===== config.mk =====
export PLATFORM = sky130hd
export DESIGN_NAME = decode_hazard_ctrl
export DESIGN_NICKNAME = d
export VERILOG_FILES = /design/src/rtl/decode_pkg.sv /design/src/rtl/instr_decode.sv /design/src/rtl/decode_hazard_ctrl.sv
export SDC_FILE = /design/constraint.sdc
export NUM_CORES = 1
export LEC_CHECK = 0
export CORE_MARGIN = 4
export CORE_UTILIZATION = 38
export DETAILED_ROUTE_END_ITERATION = 6
export PLACE_DENSITY = 0.77
export SETUP_SLACK_MARGIN = 0.05
export SLEW_MARGIN = 20
export SYNTH_ARGS = -nofsm -noshare
export SYNTH_HDL_FRONTEND = slang
export SYNTH_SLANG_ARGS = --single-unit

===== constraint.sdc =====
create_clock -name clk -period 2.8 [get_ports clk]
set_input_delay 0.56 -clock clk [delete_from_list [all_inputs] [get_ports clk]]
set_output_delay 0.56 -clock clk [all_outputs]
set_load 0.02 [all_outputs]

===== src/rtl/decode_pkg.sv =====
// Shared decode types for the LEGv8 ID stage.
// Opcode keys, extender modes and the per-instruction control bundle.
package decode_pkg;

    typedef enum logic [1:0] {
        ZERO12 = 2'b00,
        SIGN9  = 2'b01,
        SIGN19 = 2'b10,
        SIGN26 = 2'b11
    } ext_sel_e;

    // Keys compared against the top bits of instr[31:21]
    localparam logic [9:0]  OP_ADDI  = 10'b1001000100;
    localparam logic [9:0]  OP_SUBI  = 10'b1101000100;
    localparam logic [10:0] OP_LDUR  = 11'b11111000010;
    localparam logic [10:0] OP_STUR  = 11'b11111000000;
    localparam logic [10:0] OP_ADDS  = 11'b10101011000;
    localparam logic [10:0] OP_SUBS  = 11'b11101011000;
    localparam logic [7:0]  OP_CBZ   = 8'b10110100;
    localparam logic [7:0]  OP_BCOND = 8'b01010100;
    localparam logic [5:0]  OP_B     = 6'b000101;

    localparam logic [4:0]  XZR = 5'd31;

    typedef struct packed {
        logic use_imm;
        logic mem_read;
        logic mem_write;
        logic reg_write;
        logic reads_rn;
        logic reads_rm;
        logic reads_rt;
    } ctrl_t;

    localparam ctrl_t CTRL_NOP = '0;

endpackage


===== src/rtl/instr_decode.sv =====
// Combinational LEGv8 opcode decoder for the ID stage.
// Produces the control bundle and the immediate-extender mode.
module instr_decode
    import decode_pkg::*;
(
    input  logic [10:0] i_op,
    input  logic        i_valid,
    output ctrl_t       o_ctrl,
    output ext_sel_e    o_ext_sel
);

    always_comb begin
        o_ctrl    = CTRL_NOP;
        o_ext_sel = ZERO12;
        if (i_valid) begin
            unique case (1'b1)
                (i_op[10:1] == OP_ADDI),
                (i_op[10:1] == OP_SUBI): begin
                    o_ctrl.use_imm   = 1'b1;
                    o_ctrl.reg_write = 1'b1;
                    o_ctrl.reads_rn  = 1'b1;
                end
                (i_op == OP_LDUR): begin
                    o_ext_sel        = SIGN9;
                    o_ctrl.use_imm   = 1'b1;
                    o_ctrl.mem_read  = 1'b1;
                    o_ctrl.reg_write = 1'b1;
                    o_ctrl.reads_rn  = 1'b1;
                end
                (i_op == OP_STUR): begin
                    o_ext_sel        = SIGN9;
                    o_ctrl.use_imm   = 1'b1;
                    o_ctrl.mem_write = 1'b1;
                    o_ctrl.reads_rn  = 1'b1;
                    o_ctrl.reads_rt  = 1'b1;
                end
                (i_op == OP_ADDS),
                (i_op == OP_SUBS): begin
                    o_ctrl.reg_write = 1'b1;
                    o_ctrl.reads_rn  = 1'b1;
                    o_ctrl.reads_rm  = 1'b1;
                end
                (i_op[10:3] == OP_CBZ): begin
                    o_ext_sel       = SIGN19;
                    o_ctrl.reads_rt = 1'b1;
                end
                (i_op[10:3] == OP_BCOND): begin
                    o_ext_sel = SIGN19;
                end
                (i_op[10:5] == OP_B): begin
                    o_ext_sel = SIGN26;
                end
                default: begin
                    o_ctrl    = CTRL_NOP;
                    o_ext_sel = ZERO12;
                end
            endcase
        end
    end

endmodule


===== src/rtl/decode_hazard_ctrl.sv =====
// LEGv8 ID-stage controller: decode, load-use stall, branch squash,
// ID/EX control register and a saturating stall-cycle counter.
module decode_hazard_ctrl
    import decode_pkg::*;
#(
    parameter int CNT_W = 16
) (
    input  logic             clk,
    input  logic             reset_n,
    input  logic [31:0]      instr_id,
    input  logic             id_valid,
    input  logic             br_taken,
    output logic [1:0]       ext_sel,
    output logic             pc_write,
    output logic             ifid_write,
    output logic             ifid_flush,
    output logic             ex_valid,
    output logic [1:0]       ex_ext_sel,
    output logic             ex_use_imm,
    output logic             ex_mem_read,
    output logic             ex_mem_write,
    output logic             ex_reg_write,
    output logic [4:0]       ex_rd,
    output logic [CNT_W-1:0] stall_cnt
);

    ctrl_t      w_ctrl;
    ext_sel_e   w_ext_sel;
    logic [4:0] w_rn;
    logic [4:0] w_rm;
    logic [4:0] w_rt;
    logic       w_match;
    logic       w_load_use;
    logic       w_stall;
    logic       w_bubble;
    logic       w_unused;

    logic             r_ex_valid;
    ext_sel_e         r_ex_ext_sel;
    logic             r_ex_use_imm;
    logic             r_ex_mem_read;
    logic             r_ex_mem_write;
    logic             r_ex_reg_write;
    logic [4:0]       r_ex_rd;
    logic [CNT_W-1:0] r_stall_cnt;

    instr_decode u_dec (
        .i_op      (instr_id[31:21]),
        .i_valid   (id_valid),
        .o_ctrl    (w_ctrl),
        .o_ext_sel (w_ext_sel)
    );

    assign w_unused = ^instr_id[15:10];

    assign w_rn = instr_id[9:5];
    assign w_rm = instr_id[20:16];
    assign w_rt = instr_id[4:0];

    assign w_match = (w_ctrl.reads_rn && (w_rn == r_ex_rd))
                   | (w_ctrl.reads_rm && (w_rm == r_ex_rd))
                   | (w_ctrl.reads_rt && (w_rt == r_ex_rd));

    assign w_load_use = id_valid && r_ex_valid && r_ex_mem_read
                      && (r_ex_rd != XZR) && w_match;

    // A taken branch squashes the dependent instruction anyway
    assign w_stall  = w_load_use && !br_taken;
    assign w_bubble = w_stall || br_taken;

    assign ext_sel    = w_ext_sel;
    assign pc_write   = !w_stall;
    assign ifid_write = !w_stall;
    assign ifid_flush = br_taken;

    always_ff @(posedge clk or negedge reset_n) begin
        if (!reset_n) begin
            r_ex_valid     <= 1'b0;
            r_ex_ext_sel   <= ZERO12;
            r_ex_use_imm   <= 1'b0;
            r_ex_mem_read  <= 1'b0;
            r_ex_mem_write <= 1'b0;
            r_ex_reg_write <= 1'b0;
            r_ex_rd        <= 5'd0;
        end else if (w_bubble) begin
            r_ex_valid     <= 1'b0;
            r_ex_ext_sel   <= ZERO12;
            r_ex_use_imm   <= 1'b0;
            r_ex_mem_read  <= 1'b0;
            r_ex_mem_write <= 1'b0;
            r_ex_reg_write <= 1'b0;
            r_ex_rd        <= 5'd0;
        end else begin
            r_ex_valid     <= id_valid;
            r_ex_ext_sel   <= w_ext_sel;
            r_ex_use_imm   <= w_ctrl.use_imm;
            r_ex_mem_read  <= w_ctrl.mem_read;
            r_ex_mem_write <= w_ctrl.mem_write;
            r_ex_reg_write <= w_ctrl.reg_write;
            r_ex_rd        <= id_valid ? instr_id[4:0] : 5'd0;
        end
    end

    always_ff @(posedge clk or negedge reset_n) begin
        if (!reset_n) begin
            r_stall_cnt <= '0;
        end else if (w_stall && (r_stall_cnt != '1)) begin
            r_stall_cnt <= r_stall_cnt + {{(CNT_W-1){1'b0}}, 1'b1};
        end
    end

    assign ex_valid     = r_ex_valid;
    assign ex_ext_sel   = r_ex_ext_sel;
    assign ex_use_imm   = r_ex_use_imm;
    assign ex_mem_read  = r_ex_mem_read;
    assign ex_mem_write = r_ex_mem_write;
    assign ex_reg_write = r_ex_reg_write;
    assign ex_rd        = r_ex_rd;
    assign stall_cnt    = r_stall_cnt;

endmodule


### Word level (Yosys, flattened, before mapping)

Index checks and enable logic that the tools add are counted.

| word-level totals | value |
|---|---|
| input port bits | 36 |
| flip-flop bits (word level) | 28 |
| output and inout port bits | 33 |
| word-level logic and storage cells | 62 |

| operators by class | value |
|---|---|
| bitwise logic cells | 2 |
| equal/unequal tests | 14 |
| muxes and demuxes | 18 |
| reduce and logical (&&, ||, !) cells | 19 |
| add/sub/neg operators | 1 |

Operators by type and width:

| cell | count |
|---|---|
| $eq A11 B11 Y1 const B | 4 |
| $eq A10 B10 Y1 const B | 2 |
| $add A16 B1 Y16 const B | 1 |
| $ne A16 B16 Y1 const B | 1 |
| $eq A5 B5 Y1 | 3 |
| $mux W1 | 12 |
| $mux W5 | 2 |
| $logic_and A1 B1 Y1 | 9 |
| $eq A8 B7 Y1 const B | 1 |
| $eq A8 B8 Y1 const B | 1 |
| $reduce_or A2 Y1 | 4 |
| $mux W7 | 1 |
| $eq A6 B3 Y1 const B | 1 |
| $pmux W2 S3 | 1 |
| $reduce_or A6 Y1 | 1 |
| $ne A5 B5 Y1 const B | 1 |
| $reduce_or A5 Y1 | 1 |
| $mux W2 | 2 |
| $reduce_or A4 Y1 | 1 |
| $logic_not A1 Y1 | 2 |
| $or A1 B1 Y1 | 2 |
| $logic_or A1 B1 Y1 | 1 |

### Logic depth before layout (Yosys ltp)

| depth | value |
|---|---|
| depth after elaboration | 11 |
| mapped depth | 9 |
| gate-level depth less buffers | 8 |

### Modules after synthesis

A second synthesis with hierarchy kept.

| second synthesis, totals | value |
|---|---|
| cells, all modules | 158 |
| area, all modules | 1651.6 µm² |

Modules (own cells, without submodules):

| module | cells each | area an instance (µm²) | times used | seq. area each (µm²) |
|---|---|---|---|---|
| decode_hazard_ctrl | 126 | 1432.6 | 1 | 700.7 |
| instr_decode | 32 | 219.0 | 1 | 0.0 |

### Worst setup path after synthesis

No wires, ideal clock.

| timing path | value |
|---|---|
| kind | input-to-output |
| from | input port instr_id[23] |
| to | output port pc_write |
| stages | 7 |
| data required time | 2.240 ns |
| buffers on the path | 1 |
| data arrival time | 2.118 ns |
| path slack | 0.122 ns |
| path through | and4bb_1 > and3_1 > nor2_1 > or4_4 > a21oi_1 > nand2_1 > buf_4 |

| between the ends | value |
|---|---|
| word-level cells in the longest chain between the ends | 10 |
| elaborated cells between the ends (all ways) | 21 |
| those cells by class | 6 x eq/ne; 4 x mux; 2 x bitwise; 9 x reduce/logical |

RTL lines:

| what | RTL line | text |
|---|---|---|
| start, declared | decode_hazard_ctrl.sv:10 | `input logic [31:0] instr_id,` |
| $eq A11 B11 Y1 (tied with other cells) | instr_decode.sv:38 | `(i_op == OP_SUBS): begin` |
| $reduce_or A6 Y1 (no line) / $reduce_or A2 Y1 (equally long branches) | - |  |
| $mux W1 | instr_decode.sv:16 | `unique case (1'b1)` |
| $mux W7 (*) | instr_decode.sv:15 | `if (i_valid) begin` |
| $logic_and A1 B1 Y1, on equally long branches | decode_hazard_ctrl.sv:60, decode_hazard_ctrl.sv:61 |  |
| $or A1 B1 Y1 | decode_hazard_ctrl.sv:61 | `\| (w_ctrl.reads_rm && (w_rm == r_ex_rd))` |
| $or A1 B1 Y1 (*) | decode_hazard_ctrl.sv:62 | `\| (w_ctrl.reads_rt && (w_rt == r_ex_rd));` |
| $logic_and A1 B1 Y1 (*) | decode_hazard_ctrl.sv:65 | `&& (r_ex_rd != XZR) && w_match;` |
| $logic_and A1 B1 Y1 (*) | decode_hazard_ctrl.sv:68 | `assign w_stall = w_load_use && !br_taken;` |
| $logic_not A1 Y1 (*) | - |  |
| end, declared | decode_hazard_ctrl.sv:14 | `output logic pc_write,` |

Mark *: on every way between the ends. The rest lies on a longest branch, timed or not.

### Final worst setup path

| timing path | value |
|---|---|
| from | input port instr_id[23] |
| to | output port pc_write |

| between the ends | value |
|---|---|
| word-level cells in the longest chain between the ends | 10 |
| elaborated cells between the ends (all ways) | 21 |
| those cells by class | 6 x eq/ne; 4 x mux; 2 x bitwise; 9 x reduce/logical |

RTL lines:

| what | RTL line | text |
|---|---|---|
| $eq A11 B11 Y1 (tied with other cells) | instr_decode.sv:38 |  |
| $reduce_or A6 Y1 (no line) / $reduce_or A2 Y1 (equally long branches) | - |  |
| $mux W1 | instr_decode.sv:16 |  |
| $mux W7 (*) | instr_decode.sv:15 |  |
| $logic_and A1 B1 Y1, on equally long branches | decode_hazard_ctrl.sv:60, decode_hazard_ctrl.sv:61 |  |
| $or A1 B1 Y1 | decode_hazard_ctrl.sv:61 |  |
| $or A1 B1 Y1 (*) | decode_hazard_ctrl.sv:62 |  |
| $logic_and A1 B1 Y1 (*) | decode_hazard_ctrl.sv:65 |  |
| $logic_and A1 B1 Y1 (*) | decode_hazard_ctrl.sv:68 |  |
| $logic_not A1 Y1 (*) | decode_hazard_ctrl.sv:72 | `assign pc_write = !w_stall;` |

Marks and branches as above.

==> metrics.yaml <==
cts_made_buffers: 3
cts.sinks: 28
ctsHoldBuffers: 0
clock_path_buffers: 2
synth_edf_count: 0
hold_violations: 0
clkTransAtPathRegs_ns: 0.10
grt_util_all_layers: 0.165
stdcell_area_mm2: 0.00259
cts-root-buf: "clkbuf_8"
cap_violations: 0
diodes: 0
yosysUniqueCellTypes: 35
cp-start-kind: "input pin"
vias_per_cell: 5.01
cellPowerDensity_mw_per_mm2: 309
grt_pass1_vias: 1483
coreArea_mm2: 0.00400
setup-violations-final: 0
dieHeight_um: 72.2
grt_overflow: 0
rsz0062_at_grt: "true"
skew_ns: 0.00283
worstMarginPinSlew_ns: 0.484
insertion_delay_ns: 0.27
reg2reg_depth: 7
drt-total-wl_mm: 4.32
first_pass_iters: 4
utilization: 0.648
criticalPathCategory: "in -> out"
yosys_warnings: 0
antenna_found_initial: 0
synth_xor_area_frac: 0.162
drt_iter0_drc: 47
die_area_mm2: 0.00521
fmax_ghz: 0.368
cts_tree: "built"
avgSynthCellArea_um2: 9.91
fin_hold_ws_ns: 0.494
grt_pass1_wl_mm: 6.78
ys_async_sr_fraction: 1.00
most-common-layout-cells: "clkdlybuf4s50_1 (39), buf_4 (32), dfrtp_1 (28), xnor2_1 (15), dlygate4sd2_1 (11)"
synthCells: 158
layout_setup_ws_ns: 0.0820
grtUsageMet2: 0.296
htreeDepth: 1
layout-drive-gt1-share: 0.265
grt_max_degree: 29
layout.nets: 291
critPathLaunch: "instr_id[23]"
grt-busiest-layer: "met2"
cp-endpoint: "pc_write"
reg2reg_from: "ex_rd[0]"
area_delta_synth_final_pct: 65.6
port_buffers: 62
met3_usage: 0.0485
post-dp-hpwl_mm: 3.26
dpl-instance-area_mm2: 0.00244
io_pins: 69
synth_top_family_by_area: "simple AND/OR/NAND/NOR gates"
met1_usage: 0.195
drv_slew: 0
synth-simple-area-share: 0.288
post-route-min-period_ns: 2.72
start_util: 0.392
pre_cts_ws_ns: -0.748
place_congestion: 0.879
max_slew_margin: 0.675
power_leakage_uw: 0.00121
antenna_left: 0
crit_arrival_ns: 2.16
synth_ff_type: "dfrtp_1"
rrSetupSlack_ns: 0.34
end_kind: "output pin"
syn_area_mm2: 0.00157
cp_max_fo: 2
ys_seq_elements: 28
r2r-end: "stall_cnt[1]"
ir_drop_mv: 0.163
synthMuxAreaShare: 0.0144
hp-class: "reg -> reg"
syn-num-nets: 195
synth_compound_area_frac: 0.0479
rows: 23
die_x_um: 72.2
drc_errors: 0
yosysSeqAreaShare: 0.447
status: "finished clean"
vias: 1519
layout_commonest_cell: "clkdlybuf4s50_1"
period_share: 0.971
cp.required_ns: 2.24
synthAdderAreaFrac: 0.00799
wire_per_inst_um: 14.2
-- worst min-delay path by stage --
| stage | from | endpoint | slack, ns | cells past startpoint |
|---|---|---|---|---|
| 2_1_floorplan | reset_n | ex_ext_sel[0] | 0.26 | 0 |
| 3_3_place_gp | stall_cnt[8] | stall_cnt[8] | 0.47 | 1 |
| 3_5_place_dp | stall_cnt[8] | stall_cnt[8] | 0.49 | 1 |
| 4_1_cts | stall_cnt[8] | stall_cnt[8] | 0.50 | 1 |
| 5_1_grt | stall_cnt[8] | stall_cnt[8] | 0.53 | 1 |
| 6_report | stall_cnt[8] | stall_cnt[8] | 0.49 | 1 |
-- state kept, by name (all words and copies together), names as in the netlist --
signal,count
ex_reg_write,1
ex_use_imm,1
ex_ext_sel,2
ex_mem_write,1
stall_cnt,16
ex_rd,5
ex_mem_read,1
ex_valid,1
-- metrics by stage --
stage	setup TNS, ns	cells	total power, uW
after CTS	0	301	799
final	0	303	802
after global routing	0	303	839
after global placement	-3.16	296	552
after detailed placement	-4.23	296	554
after floorplan	0	158	458
-- worst max-delay path, stage by stage --
cell      delay [ns]
buf_6           0.09
and4bb_1        0.28
and3_4          0.21
nor2_4          0.03
or4_4           0.56
a21oi_4         0.19
nand2_2         0.10
buf_6           0.14
-- area by class of cell --
cell class	count	area (um^2)
inverter	5	18.8
timing repair buffer	95	848
multi-input combinational	121	908
fill	333	1410
sequential	28	701
clock buffer	4	55.1
tap	50	62.6
-- power breakdown --
| part | switching, uW | internal [uW] |
|---|---|---|
| registers | 4.62 | 408 |
| logic | 59.9 | 78.0 |
| clock network | 126 | 126 |
| total | 190 | 612 |
-- synthesized netlist by cell type, types with 2 or more instances --
library cell | number | area share
nand2_1 | 10 | 0.024
and3_1 | 9 | 0.036
inv_1 | 4 | 0.0096
o21ai_0 | 3 | 0.0096
buf_4 | 2 | 0.0096
xnor2_1 | 18 | 0.10
and2_1 | 6 | 0.024
dfrtp_1 | 28 | 0.45
or3_1 | 2 | 0.0080
nand4_1 | 8 | 0.032
nor4_1 | 3 | 0.012
mux2_2 | 2 | 0.014
nor3_1 | 4 | 0.013
nand3_1 | 11 | 0.035
xor2_1 | 11 | 0.062
nand4_2 | 2 | 0.016
a21oi_1 | 4 | 0.013
and4_1 | 2 | 0.011
nor2_1 | 13 | 0.031
-- logic make-up after synthesis --
family                     after synthesis
adders and majority gates                1
and+or+nand+nor                         78
AOI/OAI and AO/OA                       11
buffers and inverters                    9
muxes                                    2
DFF                                     28
xor gates and xnor gates                29
-- timing repair --
action                                 in CTS  in global routing
buffers inserted                            1                  2
endpoints found under the hold margin       0                  0
pin swaps                                  16                 11
setup endpoints to repair                   5                  3
resized for setup                          43                 27
-- layer usage --
| layer | vias up | wire [um] |
|---|---|---|
| met2 | 50 | 2210 |
| met5 | - | 0 |
| li1 | 745 | - |
| met1 | 720 | 1730 |
| met4 | 0 | 27 |
| met3 | 4 | 344 |
Note: power is estimated with default switching activity, not from simulation.
